==> src/rtl/dec_pkg.sv <==
// Shared command encodings for the one-hot step decoder and anything that drives it.
package dec_pkg;

    typedef enum logic [1:0] {
        MODE_HOLD  = 2'b00,
        MODE_LOAD  = 2'b01,
        MODE_STEP  = 2'b10,
        MODE_PULSE = 2'b11
    } mode_e;

endpackage : dec_pkg

==> src/rtl/dec_n_to_m.sv <==
// Combinational N-to-2^N one-hot decoder, no enable.
// Output is ascending [0:M-1]; index k asserts y[M-1-k], i.e. numeric weight 2^k.
module dec_n_to_m #(
    parameter  int N = 3,
    localparam int M = 2**N
) (
    input  logic [N-1:0] idx,
    output logic [0:M-1] y
);

    // Shifting a value left moves it toward y[0] in an ascending vector, which gives the k -> M-1-k mapping.
    always_comb begin
        y = {{(M-1){1'b0}}, 1'b1} << idx;
    end

endmodule : dec_n_to_m

==> src/rtl/dec_onehot_seq.sv <==
// Registered one-hot decoder with load/hold/step/pulse commands; 1-cycle latency from command to outputs.
// Reset beats En, En beats the command; a pulse is cleared by a following HOLD.
module dec_onehot_seq
    import dec_pkg::*;
#(
    parameter  int N = 3,
    localparam int M = 2**N
) (
    input  logic         Clock,
    input  logic         Reset,
    input  logic [N-1:0] W,
    input  logic         En,
    input  logic [1:0]   Mode,
    output logic [0:M-1] Y,
    output logic [N-1:0] K,
    output logic         Active,
    output logic         Wrap
);

    logic [0:M-1] y_q, y_d;
    logic [N-1:0] k_q, k_d;
    logic         active_q, active_d;
    logic         wrap_q, wrap_d;
    logic         pend_q, pend_d;
    logic [0:M-1] dec_y;

    // Y is always onehot(K) while active, so it is rebuilt from the next index rather than stored separately.
    always_comb begin
        k_d      = k_q;
        active_d = active_q;
        wrap_d   = 1'b0;
        pend_d   = 1'b0;
        if (!En) begin
            active_d = 1'b0;
        end else begin
            case (mode_e'(Mode))
                MODE_HOLD: begin
                    if (pend_q) begin
                        active_d = 1'b0;
                    end
                end
                MODE_LOAD: begin
                    k_d      = W;
                    active_d = 1'b1;
                end
                MODE_STEP: begin
                    if (active_q) begin
                        k_d    = k_q + 1'b1;
                        wrap_d = (k_q == '1);
                    end else begin
                        k_d    = '0;
                    end
                    active_d = 1'b1;
                end
                MODE_PULSE: begin
                    k_d      = W;
                    active_d = 1'b1;
                    pend_d   = 1'b1;
                end
            endcase
        end
    end

    dec_n_to_m #(.N(N)) u_dec (
        .idx (k_d),
        .y   (dec_y)
    );

    assign y_d = active_d ? dec_y : '0;

    always_ff @(posedge Clock) begin
        if (Reset) begin
            y_q      <= '0;
            k_q      <= '0;
            active_q <= 1'b0;
            wrap_q   <= 1'b0;
            pend_q   <= 1'b0;
        end else begin
            y_q      <= y_d;
            k_q      <= k_d;
            active_q <= active_d;
            wrap_q   <= wrap_d;
            pend_q   <= pend_d;
        end
    end

    assign Y      = y_q;
    assign K      = k_q;
    assign Active = active_q;
    assign Wrap   = wrap_q;

endmodule : dec_onehot_seq

==> config.mk <==
export PLATFORM = sky130hd
export DESIGN_NAME = dec_onehot_seq
export DESIGN_NICKNAME = d
export VERILOG_FILES = /design/src/rtl/dec_pkg.sv /design/src/rtl/dec_n_to_m.sv /design/src/rtl/dec_onehot_seq.sv
export SDC_FILE = /design/constraint.sdc
export NUM_CORES = 1
export LEC_CHECK = 0
export ABC_AREA = 1
export BUFFER_PORTS_ARGS = -buffer_cell sky130_fd_sc_hd__buf_4
export CAP_MARGIN = 20
export CORE_MARGIN = 5
export CORE_UTILIZATION = 41
export CTS_CLUSTER_SIZE = 24
export DETAILED_ROUTE_END_ITERATION = 6
export HOLD_SLACK_MARGIN = 0.15
export MAX_ROUTING_LAYER = met4
export PLACE_DENSITY = 0.76
export SLEW_MARGIN = 20
export SYNTH_ARGS = -nofsm -noshare
export SYNTH_HDL_FRONTEND = slang
export SYNTH_SLANG_ARGS = --single-unit
==> constraint.sdc <==
create_clock -name Clock -period 1.15 [get_ports Clock]
set_input_delay 0.1725 -clock Clock [delete_from_list [all_inputs] [get_ports Clock]]
set_output_delay 0.1725 -clock Clock [all_outputs]
set_load 0.05 [all_outputs]
# Word-level counts from Yosys, hierarchy flattened
# Cells that the tools add are included.
# totals
register_bits	14
inputBits	8
wordCells	28
# classes
addsub	1
eq_ne	4
shifts	1
muxes	7
n_bitwise	4
n_reduce_logical	6
# ops
cell	count
left shift 1 x 3 -> 8 bit (first input constant)	1
2-to-1 mux 3 bit	2
case mux 3 bit (2 select lines)	1
OR reduction 2 bit	3
equality test 2 bit (second input constant)	2
NOT 1 bit	4
OR reduction 4 bit	1
adder 3 x 1 -> 3 bit (second input constant)	1
equality test 3 bit (second input constant)	1
2-to-1 mux 1 bit	3
OR reduction 3 bit	1
equality test 2 x 1 -> 1 bit (second input constant)	1
zero test 2 bit	1
case mux 1 bit (2 select lines)	1

# Depth between registers and ports, before layout
# Gate-level depths: netlist of the first run.
# logic_depth
depth_word	6
depth_mapped	8
depth_no_buf	8

# By module
# Synthesis of the first run repeated with hierarchy kept, for this count alone.
# hier_totals
cells_unflattened	92
area_unflattened_um2	601.8
# modules_own_cells
mod	n_inst	cells_per_inst	area_per_inst_um2	seq_area_each_um2
dec_onehot_seq	1	77	545.5	280.3
dec_n_to_m	1	15	56.3	0.0

# Least setup slack after synthesis of the first run
# Ideal clock, no wire load.
# synth_timing
path_kind	flip-flop to flip-flop
startpoint	register k_q[1], in the netlist K[1]
endpoint	register y_q (netlist bit Y[4])
setup_time_ps	64
arrival_time_ps	1522
t_required_ps	1086
setup_slack_ps	-436
stages_incl_launch_ff	8
period_less_slack_ps	1586
path_cell_list	dfxtp_1 ha_1 ha_1 nand4_1 nand3_1 nand2_1 nand2_1 nor2_1
# synth_between
elab_chain_len	5
# synth_lines
item	line	rtl
start, declared	dec_onehot_seq.sv:21	logic [N-1:0] k_q, k_d;
start signal, assigned	dec_onehot_seq.sv:80	k_q <= k_d;
adder 3 x 1 -> 3 bit	dec_onehot_seq.sv:48	k_d = k_q + 1'b1;
2-to-1 mux 3 bit	dec_onehot_seq.sv:47	if (active_q) begin
case mux 3 bit (2 select lines)	dec_onehot_seq.sv:36	case (mode_e'(Mode))
2-to-1 mux 3 bit *	dec_onehot_seq.sv:33	if (!En) begin
left shift 1 x 3 -> 8 bit *	dec_n_to_m.sv:13	y = {{(M-1){1'b0}}, 1'b1} << idx;
end signal, assigned	dec_onehot_seq.sv:79	y_q <= y_d;
end, declared	dec_onehot_seq.sv:20	logic [0:M-1] y_q, y_d;
# Mark *: on every way between the ends. The rest lies on a longest branch, timed or not.
# A chain may end at the register's enable or synchronous reset.

# Worst setup path in the final report of the first run
# layout_timing
startpoint	register k_q[1], in the netlist K[1]
endpoint	register y_q (netlist bit Y[5])
# The elaborated chain is that of the path after synthesis.

==> metrics, run 1 <==
post-layout min period 1.32 ns; most common cell after layout, fill and taps aside buf_4; number of DRC markers in iteration 0 9; Starting Density 43.8%; Distinct cells, synth 14; max cap viols 0; Max rail drop VDD 0.000596 V; Mean Syn Cell Area 7.69 um2; measured slew at the worst slew-check pin 0.190 ns; most frequent cells in the layout 23 x buf_4, 15 x nor2_1, 15 x nand2_1; Max Freq 0.757 GHz; number of global-route vias before repair 500; Layout area overhead 53.0%; Post-DP Area 808 um2; final worst slack -0.172 ns; critical path type register to register; GP Congestion 0.856; status complete, but fails checks; root buf cell clkbuf_4; drt via density 4.80; wire per inst 11.7 um; Fill cells 123; CORE AREA 1300 um2; synthesized area 569 um2; TritonCTS Buffers 3; RSZ-0062 raised after global routing true; Clock Latency Late Sink 0.28 ns; Post-CTS Setup Bufs 0; FF-to-FF Start K[1]; register area 290 um2; final net count 114; crit start category register; final setup fails 9; final core utilization 66.9%; Hold Vio Cnt, Final 0; failing checks negative setup slack; FP Rows 13; Tot GR Track Use 14.3%; Final ANT Viol Nets 0; first-pass GRT wire length 2.05 mm; Final Cell Area 871 um2; Final Max Tran Viols 0; Ys Warns 0; Die X 47.3 um; Die Ht 47.3 um; pin count of the biggest net entering global routing 9; drt total wl 1.38 mm; # DRC 0; CTS tree yes; clock slew at reported path FFs 0.08 ns; area of the multi-input gates 308 um2; worst-case clock buffer depth 2; post-synthesis sequential area ratio 49.2%; Die ar. 2230 um2; CTS Sinks 14; grt ovf 0; Ports 21; detailed placer's ending HPWL 1.03 mm; post-route clock period utilization 115%; Post-Synthesis Cells 74; HP Class input port to register; routed via count 566; Layout Skew 0.00557 ns; fraction of layout cells with a size suffix above 1 46.6%; crit path from K[1]; Pwr Density 1190 nW/um2; crit-path max FO 4; worst hold slack 0.186 ns; Synth Register Bits 14; drt first pass iters 4; n_diodes 0; Worst slew margin 87.3%; Lkg Pwr 0.000414 uW; initial antenna violation count 0; Worst Path Arrival 1.50 ns; WP data required 1.33 ns; syn_nets 84; I/O Buffers 20; Max H-tree Level 1; hold wc startpoint Mode[1]; Critical Path Sink Type register
## critical path, stage by stage, from the launching register on
cell and delay [ns]:
dfxtp_4 0.36, ha_4 0.16, ha_4 0.24, nand4_1 0.12, nand3_2 0.12, nand2_2 0.09
nand2_4 0.09, nor2_1 0.04
## registers in the layout (all words and copies together), names as in the netlist
register	cells
Wrap	1
pend_q	1
Y	8
Active	1
K	3
## synthesized netlist by cell type, drive strengths merged
cell / number / share of area (%)
o21ai: 2 / 3.1
inv: 9 / 5.9
nand3: 4 / 4.4
nand2: 18 / 12
ha: 2 / 4.4
or2: 1 / 1.5
nor2: 20 / 13
nand4: 2 / 2.2
nor3: 1 / 0.88
a21oi: 1 / 2.9
dfxtp: 14 / 49
## path summary, 6_finish.rpt
check	slack, ns	endpoint	depth (start not counted)
max	-0.17	Y[5]	7
min	0.19	Wrap	3
max reg2reg	-0.17	Y[5]	7
min reg2reg	0.53	Wrap	2
## kinds of logic (layout without fill, tap and decap cells)
logic type	after synthesis	after routing	synth area share, %
adder cells (fa/ha/maj)	2	2	4.39
AO/OA/AOI/OAI	3	3	5.94
buffers and inverters	9	38	5.93
AND/OR/NAND/NOR	46	46	34.5
flip-flops	14	14	49.2
## timing repair
item | 4_1_cts | 5_1_grt
gates resized for setup | 2 | 6
endpoints found under the hold margin | 3 | 0
setup endpoints to repair | 9 | 10
pin swaps | 5 | 0
hold buffers | 1 | 0
## metal layers
| metal | global-route usage [%] | part of all wire, % | up-vias |
|---|---|---|---|
| met5 | - | 0 | - |
| met4 | 6.63 | 1.7 | 0 |
| met3 | 6.90 | 7.0 | 5 |
| met2 | 22.5 | 52 | 14 |
| met1 | 14.8 | 39 | 260 |
| li1 | - | - | 287 |
## stage by stage
| stage | cells | total power, uW | setup WS (ns) | setup TNS, ns |
|---|---|---|---|---|
| 4_1_cts | 118 | 1040 | -0.123 | -0.907 |
| 3_5_place_dp | 113 | 756 | -0.143 | -0.984 |
| 3_3_place_gp | 113 | 753 | -0.114 | -0.728 |
| 2_1_floorplan | 74 | 673 | -0.163 | -1.13 |
| 5_1_grt | 118 | 1100 | -0.210 | -1.72 |
| 6_report | 118 | 1040 | -0.172 | -1.32 |
## report_power, final
group / total (uW) / internal [uW] / switching, uW
clock network: 272 / 126 / 146
logic: 249 / 91.1 / 158
registers: 515 / 502 / 13.1
total: 1040 / 719 / 318
## layout make-up
type	count	share of cell area, %
clock buffer	3	2.59
multi-input combinational	51	35.3
inverter	9	3.88
timing repair buffer	25	22.3
clock inverter	1	0.431
sequential	14	33.3
tap	15	2.16
Note: power is estimated with default switching activity, not from simulation.
==> run 2, diff against run 1 <==
--- a/config.mk
+++ b/config.mk
@@ -9,13 +9,14 @@
 export BUFFER_PORTS_ARGS = -buffer_cell sky130_fd_sc_hd__buf_4
 export CAP_MARGIN = 20
 export CORE_MARGIN = 5
-export CORE_UTILIZATION = 41
+export CORE_UTILIZATION = 46
 export CTS_CLUSTER_SIZE = 24
 export DETAILED_ROUTE_END_ITERATION = 6
 export HOLD_SLACK_MARGIN = 0.15
 export MAX_ROUTING_LAYER = met4
-export PLACE_DENSITY = 0.76
+export PLACE_DENSITY = 0.79
 export SLEW_MARGIN = 20
 export SYNTH_ARGS = -nofsm -noshare
 export SYNTH_HDL_FRONTEND = slang
+export SYNTH_HIERARCHICAL = 1
 export SYNTH_SLANG_ARGS = --single-unit
==> constraint.sdc (replaced) <==
create_clock -name Clock -period 1.3 [get_ports Clock]
set_input_delay 0.195 -clock Clock [delete_from_list [all_inputs] [get_ports Clock]]
set_output_delay 0.195 -clock Clock [all_outputs]
set_load 0.05 [all_outputs]
==> run 2 against run 1 <==
The flow still finishes with violations (negative setup slack); worst setup slack worse by 0.073 ns; routed wire length is 9.8% higher; combinational power is 8.8% higher; largest cell class is now sequential cells; sequential power is 11% lower; via count is 10% higher; maximum frequency is 14% lower; flip-flop and latch count stayed put; utilization is 7.8 points higher; worst hold slack worse by 0.025 ns; die area is 4.6% lower; register-to-register slack worse by 0.07 ns.
==> metrics, run 2 <==
status complete, but fails checks; failing checks negative setup slack; CTS Sinks 14; drt first pass iters 4; drt total wl 1.52 mm; Post-Synthesis Cells 92; WP data required 1.53 ns; most common cell after layout, fill and taps aside buf_4; Max Freq 0.647 GHz; syn_nets 102; Synth Register Bits 14; final worst slack -0.245 ns; I/O Buffers 20; max cap viols 0; worst-case clock buffer depth 2; routed via count 623; Synth Area in Adders 4.16%; Critical Path Sink Type register; FP Rows 13; n_diodes 0; Inst Count DP 130; Hold Vio Cnt, Final 0; EDFF count, synth 0; post-synthesis xor/xnor area fraction 0%; most frequent cells in the layout 27 x buf_4, 20 x inv_1, 18 x nor2_1; synthesized area 602 um2; GP Congestion 0.863; Final Max Tran Viols 0; Die ar. 2130 um2; Comb pwr share 25.9%; max reg flops 8; post-synthesis mux area share 0%; Max rail drop VDD 0.000498 V; Reg2Reg Depth 12; Starting Density 47.4%; Layout Skew 0.00918 ns; Hold Crit Depth 3; Lkg Pwr 0.000487 uW; crit start category register; post-synthesis compound-gate area fraction 0.832%; # DRC 0; CORE AREA 1270 um2; Tot GR Track Use 15.4%; Die Ht 46.2 um; root buf cell clkbuf_4; TritonCTS Buffers 3; crit-path max FO 4; Clock Latency Late Sink 0.28 ns; CTS tree yes; wire per inst 10.8 um; HP Class input port to register; post-synth top area share 46.6%; worst hold slack 0.160 ns; first-pass GRT wire length 2.28 mm; Fill cells 93; fraction of layout cells with a size suffix above 1 43.2%; sw frac 30.9%; Ys Warns 6; critical path type register to register; pin count of the biggest net entering global routing 10; Distinct cells, synth 9; count leader, synth nor2_1; ys flop type dfxtp_1; detailed placer's ending HPWL 1.01 mm; Int Power 722 uW; measured slew at the worst slew-check pin 0.285 ns; Worst slew margin 80.9%; final net count 136; Die X 46.2 um; post-layout min period 1.54 ns; simple-gate portion of the synthesized area 32.8%; Mean Syn Cell Area 6.54 um2; pre-CTS WS -0.152 ns; number of DRC markers in iteration 0 10; RSZ-0062 raised after global routing true; post-route clock period utilization 119%; total power 1040 uW; fin cells 140; initial antenna violation count 0; Worst Path Arrival 1.77 ns; Clock power frac 30.4%; Layout area overhead 57.6%; grt ovf 0; synth top area cells dfxtp_1 47%, nor2_1 15%, inv_1 14%; final setup fails 10; most common library cells after synthesis 24 x nor2_1, 23 x inv_1, 20 x nand2_1, 14 x dfxtp_1, 4 x nand3_1; Seq pwr share 43.7%; Synth area leader dfxtp_1; P_sw 323 uW; Async SR Flop Fraction 0%; Pwr Density 1100 nW/um2; Final ANT Viol Nets 0; main combinational cell family by area after synthesis simple AND/OR/NAND/NOR gates; post-synthesis sequential area ratio 46.6%; Ports 21; drt via density 4.45; number of global-route vias before repair 575; Max H-tree Level 1; clock slew at reported path FFs 0.09 ns
## run 2: metal layers
metal	track usage (%)	part of all wire, %	vias to the layer above
li1	-	-	324
met1	17.9	43	272
met2	24.7	49	23
met3	2.34	5.3	4
met4	9.09	2.7	0
met5	-	0	-
## run 2: path summary, 6_finish.rpt
check | to | startpoint | slack (ns)
setup / recovery | Y[7] | K[1] | -0.24
hold / removal | pend_q | Mode[1] | 0.16
setup reg to reg | Y[7] | K[1] | -0.24
hold reg to reg | Wrap | Active | 0.50
## run 2: power by group through the flow
stage | registers [uW] | clock network [uW] | logic [uW]
2_1_floorplan | 517 | 0 | 85.6
3_3_place_gp | 466 | 0 | 206
3_5_place_dp | 466 | 0 | 210
4_1_cts | 457 | 324 | 228
5_1_grt | 459 | 343 | 292
6_report | 457 | 317 | 271
## run 2: kinds of logic after synthesis
logic type / count (synthesis)
AND/OR/NAND/NOR: 50
AO/OA/AOI/OAI: 1
flip-flops: 14
buffers and inverters: 25
adder cells (fa/ha/maj): 2
## run 2: per-stage QoR
| step | utilization, % | instance area, um2 | TNS (ns) |
|---|---|---|---|
| after global placement | 65.3 | 828 | -0.624 |
| final | 74.8 | 948 | -1.79 |
| after global routing | 74.8 | 948 | -2.42 |
| after CTS | 70.7 | 897 | -1.16 |
| after floorplan | - | 637 | -0.986 |
| after detailed placement | 65.3 | 828 | -0.874 |
## run 2: final cells by class
type	count	area (um2)	area share (%)
sequential	14	290	30.6
timing repair buffer	29	224	23.6
clock buffer	4	36.3	3.83
multi-input combinational	53	280	29.6
tap	15	18.8	1.98
inverter	25	98.8	10.4
## run 2: worst max-delay path: stages (launching register included)
cell     delay, ns
dfxtp_4       0.36
ha_4          0.16
ha_4          0.23
nand2_2       0.06
inv_2         0.03
nand2_1       0.05
nand3_1       0.07
nand2_2       0.12
inv_4         0.06
buf_6         0.12
nor2_4        0.09
inv_1         0.05
nor2_1        0.08
## run 2: timing repair
action | in CTS | in global routing
buffers inserted | 3 | 2
pin swaps | 4 | 10
resized for setup | 1 | 14
hold endpoints to repair | 3 | 0
hold buffers | 1 | 0
endpoints found under the setup margin | 8 | 10
